[src/rtl/sprite_pkg.sv]
// -----------------------------------------------------------------------------
// sprite_pkg
// Shared definitions for the sprite attribute fetcher:
//   - sprite table size (128 sprites, two 32-bit words each)
//   - bit positions of every attribute field in word0 / word1
//   - scan FSM state encoding
//   - size_decode(): 2-bit size code -> pixel extent (8 << code)
// -----------------------------------------------------------------------------
package sprite_pkg;

  localparam int SPRITE_COUNT = 128;

  // word0 layout
  localparam int W0_ADDR_LSB  = 0;
  localparam int W0_ADDR_MSB  = 11;
  localparam int W0_MODE_BIT  = 15;
  localparam int W0_X_LSB     = 16;
  localparam int W0_X_MSB     = 25;

  // word1 layout
  localparam int W1_Y_LSB     = 0;
  localparam int W1_Y_MSB     = 9;
  localparam int W1_HFLIP_BIT = 16;
  localparam int W1_VFLIP_BIT = 17;
  localparam int W1_Z_LSB     = 18;
  localparam int W1_Z_MSB     = 19;
  localparam int W1_COLL_LSB  = 20;
  localparam int W1_COLL_MSB  = 23;
  localparam int W1_PAL_LSB   = 24;
  localparam int W1_PAL_MSB   = 27;
  localparam int W1_WCODE_LSB = 28;
  localparam int W1_WCODE_MSB = 29;
  localparam int W1_HCODE_LSB = 30;
  localparam int W1_HCODE_MSB = 31;

  // Scan FSM encoding
  localparam logic [2:0] ST_IDLE = 3'd0;
  localparam logic [2:0] ST_RD0  = 3'd1;
  localparam logic [2:0] ST_RD1  = 3'd2;
  localparam logic [2:0] ST_EVAL = 3'd3;
  localparam logic [2:0] ST_OUT  = 3'd4;
  localparam logic [2:0] ST_DONE = 3'd5;

  // Pixel extent for a size code: 8, 16, 32 or 64 (fits in 7 bits).
  function automatic logic [6:0] size_decode(input logic [1:0] code);
    return 7'd8 << code;
  endfunction

endpackage

[src/rtl/sprite_line_hit.sv]
// -----------------------------------------------------------------------------
// sprite_line_hit
// Purely combinational test of one sprite against one scan line.
// Ports:
//   i_line   [9:0]  current scan line
//   i_y      [9:0]  sprite top line
//   i_hcode  [1:0]  height code (height = 8 << code)
//   i_vflip         vertical flip
//   i_z      [1:0]  priority; zero means sprite disabled
//   o_hit           sprite covers this line
//   o_row    [5:0]  source row inside the sprite (meaningful only on hit)
// -----------------------------------------------------------------------------
module sprite_line_hit
  import sprite_pkg::*;
(
  input  logic [9:0] i_line,
  input  logic [9:0] i_y,
  input  logic [1:0] i_hcode,
  input  logic       i_vflip,
  input  logic [1:0] i_z,
  output logic       o_hit,
  output logic [5:0] o_row
);

  logic [9:0] w_diff;
  logic [6:0] w_height;
  logic [6:0] w_flip_row;

  // 10-bit subtraction wraps, so sprites straddling line 1023 -> 0 still hit.
  assign w_diff   = i_line - i_y;
  assign w_height = size_decode(i_hcode);
  assign o_hit    = (i_z != 2'd0) && (w_diff < {3'b000, w_height});

  // On a hit diff < height <= 64, so the low 7 bits carry the whole value.
  assign w_flip_row = w_height - 7'd1 - w_diff[6:0];
  assign o_row      = i_vflip ? w_flip_row[5:0] : w_diff[5:0];

endmodule

[src/rtl/sprite_attr_fetch.sv]
// -----------------------------------------------------------------------------
// sprite_attr_fetch
// Walks the 128-entry sprite attribute table for one scan line and emits every
// sprite that covers the line on a valid/ready stream, up to MAX_PER_LINE.
// Each sprite costs RD0 (read word0), RD1 (capture word0, read word1) and
// EVAL (capture word1, test); hits then wait in OUT for the consumer.
// Ports:
//   clk_i, rst_n_i            clock, async active-low reset
//   line_start_i, line_idx_i  start a scan of line line_idx_i (any state)
//   rd_en_o, rd_addr_o        attribute RAM read (data returns next cycle)
//   rd_data_i                 attribute RAM data
//   out_valid_o, out_ready_i  handshake for one visible sprite
//   idx_o .. wcode_o          sprite payload
//   busy_o, done_o            scan in progress / one-cycle end-of-scan pulse
//   overflow_o                only with SPRITE_FETCH_OVERFLOW_EN: scan was cut
//                             short by MAX_PER_LINE
// Build option: define SPRITE_FETCH_OVERFLOW_EN to add overflow_o.
// -----------------------------------------------------------------------------
module sprite_attr_fetch
  import sprite_pkg::*;
#(
  parameter int MAX_PER_LINE = 64
) (
  input  logic        clk_i,
  input  logic        rst_n_i,
  input  logic        line_start_i,
  input  logic [9:0]  line_idx_i,
  output logic        rd_en_o,
  output logic [7:0]  rd_addr_o,
  input  logic [31:0] rd_data_i,
  output logic        out_valid_o,
  input  logic        out_ready_i,
  output logic [6:0]  idx_o,
  output logic [11:0] addr_o,
  output logic        mode_o,
  output logic [9:0]  x_o,
  output logic [5:0]  row_o,
  output logic        hflip_o,
  output logic [1:0]  z_o,
  output logic [3:0]  coll_o,
  output logic [3:0]  pal_o,
  output logic [1:0]  wcode_o,
  output logic        busy_o,
`ifdef SPRITE_FETCH_OVERFLOW_EN
  output logic        overflow_o,
`endif
  output logic        done_o
);

  localparam logic [7:0] MAX_HITS = 8'(MAX_PER_LINE);
  localparam logic [6:0] LAST_SPRITE = 7'(SPRITE_COUNT - 1);

  logic [2:0]  r_state;
  logic [6:0]  r_sprite;
  logic [7:0]  r_hits;
  logic [9:0]  r_line;
  logic [11:0] r_w0_addr;
  logic        r_w0_mode;
  logic [9:0]  r_w0_x;

  logic [6:0]  r_idx;
  logic [11:0] r_addr;
  logic        r_mode;
  logic [9:0]  r_x;
  logic [5:0]  r_row;
  logic        r_hflip;
  logic [1:0]  r_z;
  logic [3:0]  r_coll;
  logic [3:0]  r_pal;
  logic [1:0]  r_wcode;

  logic        w_hit;
  logic [5:0]  w_row;
  logic        w_last;
  logic [7:0]  w_hits_inc;
  logic        w_xfer;
  logic        w_unused;

  assign w_last     = (r_sprite == LAST_SPRITE);
  assign w_hits_inc = r_hits + 8'd1;
  assign w_xfer     = (r_state == ST_OUT) && out_ready_i;
  assign w_unused   = ^{rd_data_i[14:12], rd_data_i[31:26]};

  // rd_data_i holds word1 while in EVAL; word0 fields were captured in RD1.
  sprite_line_hit u_line_hit (
    .i_line  (r_line),
    .i_y     (rd_data_i[W1_Y_MSB:W1_Y_LSB]),
    .i_hcode (rd_data_i[W1_HCODE_MSB:W1_HCODE_LSB]),
    .i_vflip (rd_data_i[W1_VFLIP_BIT]),
    .i_z     (rd_data_i[W1_Z_MSB:W1_Z_LSB]),
    .o_hit   (w_hit),
    .o_row   (w_row)
  );

  // NOTE: state registers use non-blocking assignments so every register in
  // this block samples the pre-edge values of the others, matching hardware.
  always_ff @(posedge clk_i or negedge rst_n_i) begin
    if (!rst_n_i) begin
      r_state   <= ST_IDLE;
      r_sprite  <= '0;
      r_hits    <= '0;
      r_line    <= '0;
      r_w0_addr <= '0;
      r_w0_mode <= 1'b0;
      r_w0_x    <= '0;
      r_idx     <= '0;
      r_addr    <= '0;
      r_mode    <= 1'b0;
      r_x       <= '0;
      r_row     <= '0;
      r_hflip   <= 1'b0;
      r_z       <= '0;
      r_coll    <= '0;
      r_pal     <= '0;
      r_wcode   <= '0;
    end else if (line_start_i) begin
      // A new line always wins, including over a pending OUT transfer.
      r_state  <= ST_RD0;
      r_sprite <= '0;
      r_hits   <= '0;
      r_line   <= line_idx_i;
    end else begin
      case (r_state)
        ST_RD0: r_state <= ST_RD1;
        ST_RD1: begin
          r_w0_addr <= rd_data_i[W0_ADDR_MSB:W0_ADDR_LSB];
          r_w0_mode <= rd_data_i[W0_MODE_BIT];
          r_w0_x    <= rd_data_i[W0_X_MSB:W0_X_LSB];
          r_state   <= ST_EVAL;
        end
        ST_EVAL: begin
          if (w_hit) begin
            r_idx   <= r_sprite;
            r_addr  <= r_w0_addr;
            r_mode  <= r_w0_mode;
            r_x     <= r_w0_x;
            r_row   <= w_row;
            r_hflip <= rd_data_i[W1_HFLIP_BIT];
            r_z     <= rd_data_i[W1_Z_MSB:W1_Z_LSB];
            r_coll  <= rd_data_i[W1_COLL_MSB:W1_COLL_LSB];
            r_pal   <= rd_data_i[W1_PAL_MSB:W1_PAL_LSB];
            r_wcode <= rd_data_i[W1_WCODE_MSB:W1_WCODE_LSB];
            r_state <= ST_OUT;
          end else if (w_last) begin
            r_state <= ST_DONE;
          end else begin
            r_sprite <= r_sprite + 7'd1;
            r_state  <= ST_RD0;
          end
        end
        ST_OUT: begin
          if (out_ready_i) begin
            r_hits <= w_hits_inc;
            if (w_hits_inc == MAX_HITS || w_last) begin
              r_state <= ST_DONE;
            end else begin
              r_sprite <= r_sprite + 7'd1;
              r_state  <= ST_RD0;
            end
          end
        end
        ST_DONE: r_state <= ST_IDLE;
        default: r_state <= ST_IDLE;
      endcase
    end
  end

`ifdef SPRITE_FETCH_OVERFLOW_EN
  logic r_overflow;

  // Only a cut that leaves sprites unscanned counts; filling up on sprite 127
  // lost nothing.
  always_ff @(posedge clk_i or negedge rst_n_i) begin
    if (!rst_n_i) begin
      r_overflow <= 1'b0;
    end else if (line_start_i) begin
      r_overflow <= 1'b0;
    end else if (w_xfer && (w_hits_inc == MAX_HITS) && !w_last) begin
      r_overflow <= 1'b1;
    end
  end

  assign overflow_o = r_overflow;
`endif

  // Read strobe and address follow the state directly: word 2n in RD0,
  // word 2n+1 in RD1.
  assign rd_en_o     = (r_state == ST_RD0) || (r_state == ST_RD1);
  assign rd_addr_o   = {r_sprite, (r_state == ST_RD1)};
  assign out_valid_o = (r_state == ST_OUT);
  assign busy_o      = (r_state == ST_RD0) || (r_state == ST_RD1) ||
                       (r_state == ST_EVAL) || (r_state == ST_OUT);
  assign done_o      = (r_state == ST_DONE);

  assign idx_o   = r_idx;
  assign addr_o  = r_addr;
  assign mode_o  = r_mode;
  assign x_o     = r_x;
  assign row_o   = r_row;
  assign hflip_o = r_hflip;
  assign z_o     = r_z;
  assign coll_o  = r_coll;
  assign pal_o   = r_pal;
  assign wcode_o = r_wcode;

endmodule

[config.mk]
export PLATFORM = sky130hd
export DESIGN_NAME = sprite_attr_fetch
export DESIGN_NICKNAME = d
export VERILOG_FILES = /design/src/rtl/sprite_pkg.sv /design/src/rtl/sprite_line_hit.sv /design/src/rtl/sprite_attr_fetch.sv
export SDC_FILE = /design/constraint.sdc
export NUM_CORES = 1
export LEC_CHECK = 0
export ABC_AREA = 1
export CORE_AREA = 2 2 132 134
export CTS_BUF_LIST = sky130_fd_sc_hd__clkbuf_8 sky130_fd_sc_hd__clkbuf_16
export DETAILED_ROUTE_END_ITERATION = 8
export DIE_AREA = 0 0 134 136
export PLACE_DENSITY_LB_ADDON = 0.2
export REMOVE_ABC_BUFFERS = 1
export SYNTH_ARGS = -nofsm -noshare
export SYNTH_HDL_FRONTEND = slang
export SYNTH_SLANG_ARGS = --single-unit
[constraint.sdc]
create_clock -name clk_i -period 5.3 [get_ports clk_i]
set_input_delay 0.795 -clock clk_i [delete_from_list [all_inputs] [get_ports clk_i]]
set_output_delay 0.795 -clock clk_i [all_outputs]
set_load 0.03 [all_outputs]
==> Yosys cells after proc, flatten, opt, wreduce, memory -nomap -nowiden <==
Index checks and enable logic that the tools add are counted.
{ "totals": {"regBits": 100, "output_inout_bits": 61, "word_cells": 65, "input_bits": 46} }
{ "op_classes": {"n_reduce_logical": 13, "mux": 16, "shift": 1, "addsub": 5, "n_eq_ne": 11, "n_lt_le_gt_ge": 1, "bitwise_logic": 1} }
{ "op_table": {"columns": ["operator", "n"], "rows": [
  ["two-way mux 7 bit", 5],
  ["two-way mux 8 bit", 3],
  ["two-way mux 3 bit", 5],
  ["case mux 7 bit (2 select lines)", 1],
  ["case mux 3 bit (4 select lines)", 1],
  ["less-than comparator 10 x 7 -> 1 bit", 1],
  ["subtractor 10 bit", 1],
  ["!= test 3 bit (second input constant)", 3],
  ["adder 8 x 1 -> 8 bit (second input constant)", 1],
  ["equality test 8 x 7 -> 1 bit (second input constant)", 1],
  ["adder 7 x 1 -> 7 bit (second input constant)", 1],
  ["equality test 7 bit (second input constant)", 1],
  ["<< shifter 4 x 2 -> 7 bit (first input constant)", 1],
  ["equality test 3 x 2 -> 1 bit (second input constant)", 2],
  ["equality test 3 bit (second input constant)", 2],
  ["two-way mux 6 bit", 1],
  ["nonzero test 2 bit", 3],
  ["subtractor 6 x 1 -> 6 bit (second input constant)", 1],
  ["subtractor 6 bit", 1],
  ["AND reduction 5 bit", 1],
  ["logical OR 1 bit", 4],
  ["AND reduction 2 bit", 2],
  ["equality test 3 x 1 -> 1 bit (second input constant)", 1],
  ["!= test 3 x 2 -> 1 bit (second input constant)", 1],
  ["4 further kinds", 4]
]} }

==> Longest topological paths before layout <==
{ "logic_depth": {"ltp_word": 7, "mapped_depth": 21, "depth_no_buf": 21} }

==> Modules after synthesis <==
Synthesis repeated with hierarchy kept, for this count alone.
{ "unflattened": {"cells_unflattened": 558, "area_unflattened_um2": 5113.7} }
{ "by_module_without_submodules": {"columns": ["module", "seq_area_each_um2", "area_per_inst_um2", "instances", "cells_each"], "rows": [
  ["sprite_attr_fetch", 2502.4, 4384.2, 1, 431],
  ["sprite_line_hit", 0.0, 729.4, 1, 127]
]} }

==> Worst setup path after synthesis <==
OpenSTA, ideal clock, no wires.
{ "synth_path": {"path_kind": "in2reg", "from": "in rd_data_i[0]", "to": "reg r_addr[11] (netlist: addr_o[11])", "arrival_time_ps": 3007, "path_buffers": 2, "setup_time_ps": 130, "setup_slack_ps": 2163, "cell_stages": 20, "required_ps": 5170, "cell_sequence": "ha_1 > inv_1 > fa_1 > nand2_1 > nand3_1 > nand2_1 > xnor2_1 > ha_1 > o21ai_0 > nand2_1 > nand2_1 > nand2_1 > nand2_1 > nand2_1 > nor2_4 > nand4_4 > buf_6 > buf_6 > nand2_1 > o21ai_1"} }
{ "synth_via": {"elab_chain_len": 4} }
{ "synth_rtl": {"columns": ["element", "line", "rtl"], "rows": [
  ["from (decl)", "sprite_attr_fetch.sv:30", "input logic [31:0] rd_data_i,"],
  ["subtractor 10 bit", "sprite_line_hit.sv:30", "assign w_diff = i_line - i_y;"],
  ["less-than comparator 10 x 7 -> 1 bit", "sprite_line_hit.sv:32", "assign o_hit = (i_z != 2'd0) && (w_diff < {3'b000, w_height});"],
  ["logical AND 1 bit", "sprite_line_hit.sv:32", null],
  ["AND reduction 3 bit (no line)", null, null],
  ["to (signal assigned)", "sprite_attr_fetch.sv:134", "r_addr <= r_w0_addr;"],
  ["to (decl)", "sprite_attr_fetch.sv:62", "logic [11:0] r_addr;"]
]} }
No other way between the ends.
A chain may end at the register's enable or synchronous reset.

==> Final worst setup path <==
{ "layout_path": {"from": "in rd_data_i[0]", "to": "reg r_addr[8] (netlist: addr_o[8])"} }
The elaborated chain is that of the path after synthesis.

==> results.ini <==
[detailed_routing]
wl_um=12350
wl_per_cell_um=13.12
vias_per_cell=4.441
drt_iter0_markers=243
drtPass1Iterations=6
drc_errors=0
detail-route-antenna-nets=0
vias=4179

[global_route]
overflow=0
met2_usage=0.2293
grt_pass1_vias=4093
grt-busiest-layer=met2
gr-usage-met3=0.02461
grt_use_met1=0.1950
grt_pass1_wl_um=20660
track_usage=0.1439
grt_max_degree=64
antenna_found_initial=0

[setup_path]
startpoint=rd_data_i[0]
crit_type=in2reg
cp_cell_sequence=clkdlybuf4s50_1, ha_1, inv_1, fa_1, nand2_1, nand3_1, nand2_1, xnor2_1, ha_1, o21ai_0, nand2_1, nand2_1, nand2_1, nand2_1, nand2_1, nor2_4, nand4_4, inv_2, nand2_1, nand2_1
worst_path_most_repeated_cell=nand2_1
crit_family=simple AND/OR/NAND/NOR gates
critPathBufInv=3
startpoint_type=input port
crit_fanout=23
cp_slowest_stage_delay_ns=0.50
cp.required_ns=5.59
cp_slowest_cell=clkdlybuf4s50_1
cp-end-kind=flop
arrival_ns=4.27
r2r-start=r_line[0]$_DFFE_PN0P_

[pwr]
p_leak_nw=3.209
irDropWorstVdd_mv=0.1663
p_per_area_nw_per_um2=380.0
power.total_mw=2.452

[sta]
timing.fmax_ghz=0.2511
slew_headroom=0.4360
period_needed_ns=3.983
skew_ns=0.006119
fin_ws_ns=1.317
drv_slew=0
finalSetupTns_ns=0
setup_viol=0
fin_crit_sh=0.7515
worstMarginPinSlew_ns=0.8460
hold_viol_final=0
rsz0062_at_grt=no

[final_layout]
fin_area_um2=6451
fin_nets=775
drive_gt1_frac=0.04330
synthToLayoutAreaGrowth_pct=30.83
antenna_cells=0
finish.utilization=0.3823

[synth]
synthMuxAreaShare=0
yosys.area_share.simple=0.2616
ys_seq_elements=100
synth_compound_area_frac=0.08196
synth_flop_cell=dfrtp_1
yosysSeqAreaShare=0.5075
synth_top_family_by_area=simple AND/OR/NAND/NOR gates
synth-async-reset-ratio=1.000
ys_types=35
yosys_warnings=0
avgSynthCellArea_um2=8.044
syn_inst=613
synth_xor_area_frac=0.01954
synth_fa_ha_area_frac=0.04872
syn-cell-area_um2=4931
synth_edf_count=0

[floorplan]
chipHeight_um=136
die_w_um=134
dieArea_um2=18220
core_um2=16880
start_util=0.2922
rows=48
io_pins=107

[flow_run]
cap_violations=0

[clock_network]
clock_latency_ns=0.35
cts_hold_buf=0
root_buffer=clkbuf_16
cts.repair.resized=0
cts.sinks=100
cts_tree=built
cts_htree_levels=3
clk_path_buf_depth=2
cts.reportedPaths.clkPinSlew_ns=0.07
post_cts_buffers=0
cts_buffers=9

[placement]
pre_cts_ws_ns=0.8529
hpwl_um=8971
io_buffers=103
place_area_um2=6150
routabilityCongestion=0.8434

[worst_hold_path]
min_from=r_w0_addr[6]$_DFFE_PN0P_
hold_path.class=reg2reg

[run_status]
status=completed

## sequential cells by signal (all words and copies together) (netlist names), 2 cells and up
signal     flops
x_o           10
r_w0_x        10
r_state        3
r_sprite       7
r_w0_addr     12
coll_o         4
wcode_o        2
pal_o          4
r_hits         8
r_line        10
z_o            2
row_o          6
idx_o          7
addr_o        12
## final timing paths
| kind | endpoint | slack [ns] | cells past startpoint |
|---|---|---|---|
| worst min register to register | addr_o[6]$_DFFE_PN0P_ | 0.47 | 2 |
| worst min-delay path | addr_o[6]$_DFFE_PN0P_ | 0.47 | 2 |
| worst max register to register | addr_o[8]$_DFFE_PN0P_ | 1.85 | 20 |
| worst max-delay path | addr_o[8]$_DFFE_PN0P_ | 1.32 | 20 |
| min in group asynchronous | row_o[1]$_DFFE_PN0P_ | 0.53 | 1 |
| max in group asynchronous | idx_o[5]$_DFFE_PN0P_ | 3.70 | 2 |
## layer usage
metal	routed length, µm	up-vias
li1	-	2125
met4	195	0
met5	0	-
met3	587	13
met2	5779	87
met1	5782	1954
## per-stage QoR
stage | hold WS (ns) | instances
2_1_floorplan | 0.4422 | 593
3_3_place_gp | 0.4490 | 925
3_5_place_dp | 0.4497 | 925
4_1_cts | 0.4671 | 941
5_1_grt | 0.5022 | 941
6_report | 0.4679 | 941
## layout by cell type (no fill, tap or decap), types with 3 or more instances in the layout
cell / n
nand4_1: 10
o21ai_1: 20
xor2_1: 7
inv_1: 70
buf_4: 5
xnor2_1: 4
nor2_1: 34
clkbuf_16: 9
inv_2: 3
ha_1: 16
o21ai_0: 35
nand2_1: 235
clkdlybuf4s50_1: 102
a21oi_1: 12
o22ai_1: 4
nand3_1: 23
dfrtp_1: 100
## synth_stat cells, types with 3 or more instances
library cell  instances  area share
nand4_1              10       0.013
o22ai_1               4      0.0051
o21ai_0              35       0.036
a21oi_1              12       0.012
xor2_1                7       0.012
clkbuf_1              9      0.0069
xnor2_1               4      0.0071
ha_1                 16       0.041
nor2_1               34       0.026
inv_1                70       0.053
inv_2                 3      0.0023
nand3_1              23       0.023
nand2_1             236        0.18
o21ai_1              20       0.020
buf_6                 5       0.011
dfrtp_1             100        0.51
## worst min-delay path: stages (launching register included)
cell and delay [ns]:
dfrtp_1 0.34, nand2_1 0.05, nand2_1 0.05
## cell families after synthesis
family | count (synthesis)
flip-flops | 100
AO/OA/AOI/OAI | 77
XOR/XNOR | 11
AND/OR/NAND/NOR | 314
buffers and inverters | 93
adder cells (fa/ha/maj) | 18
## layout make-up
cell class | instances | area, µm²
Fill cell | 1743 | 10430
Sequential cell | 100 | 2502
Multi-Input combinational cell | 420 | 2033
Timing Repair Buffer | 107 | 1059
Tap cell | 225 | 281.5
Inverter | 73 | 274.0
Clock buffer | 9 | 225.2
Clock inverter | 7 | 76.32
## where the power goes
part | total [mW] | switching [mW] | internal, mW
Sequential | 1.02 | 0.0896 | 0.932
Combinational | 0.756 | 0.445 | 0.311
Clock | 0.674 | 0.305 | 0.369
Power figures use the tool's default switching activity.
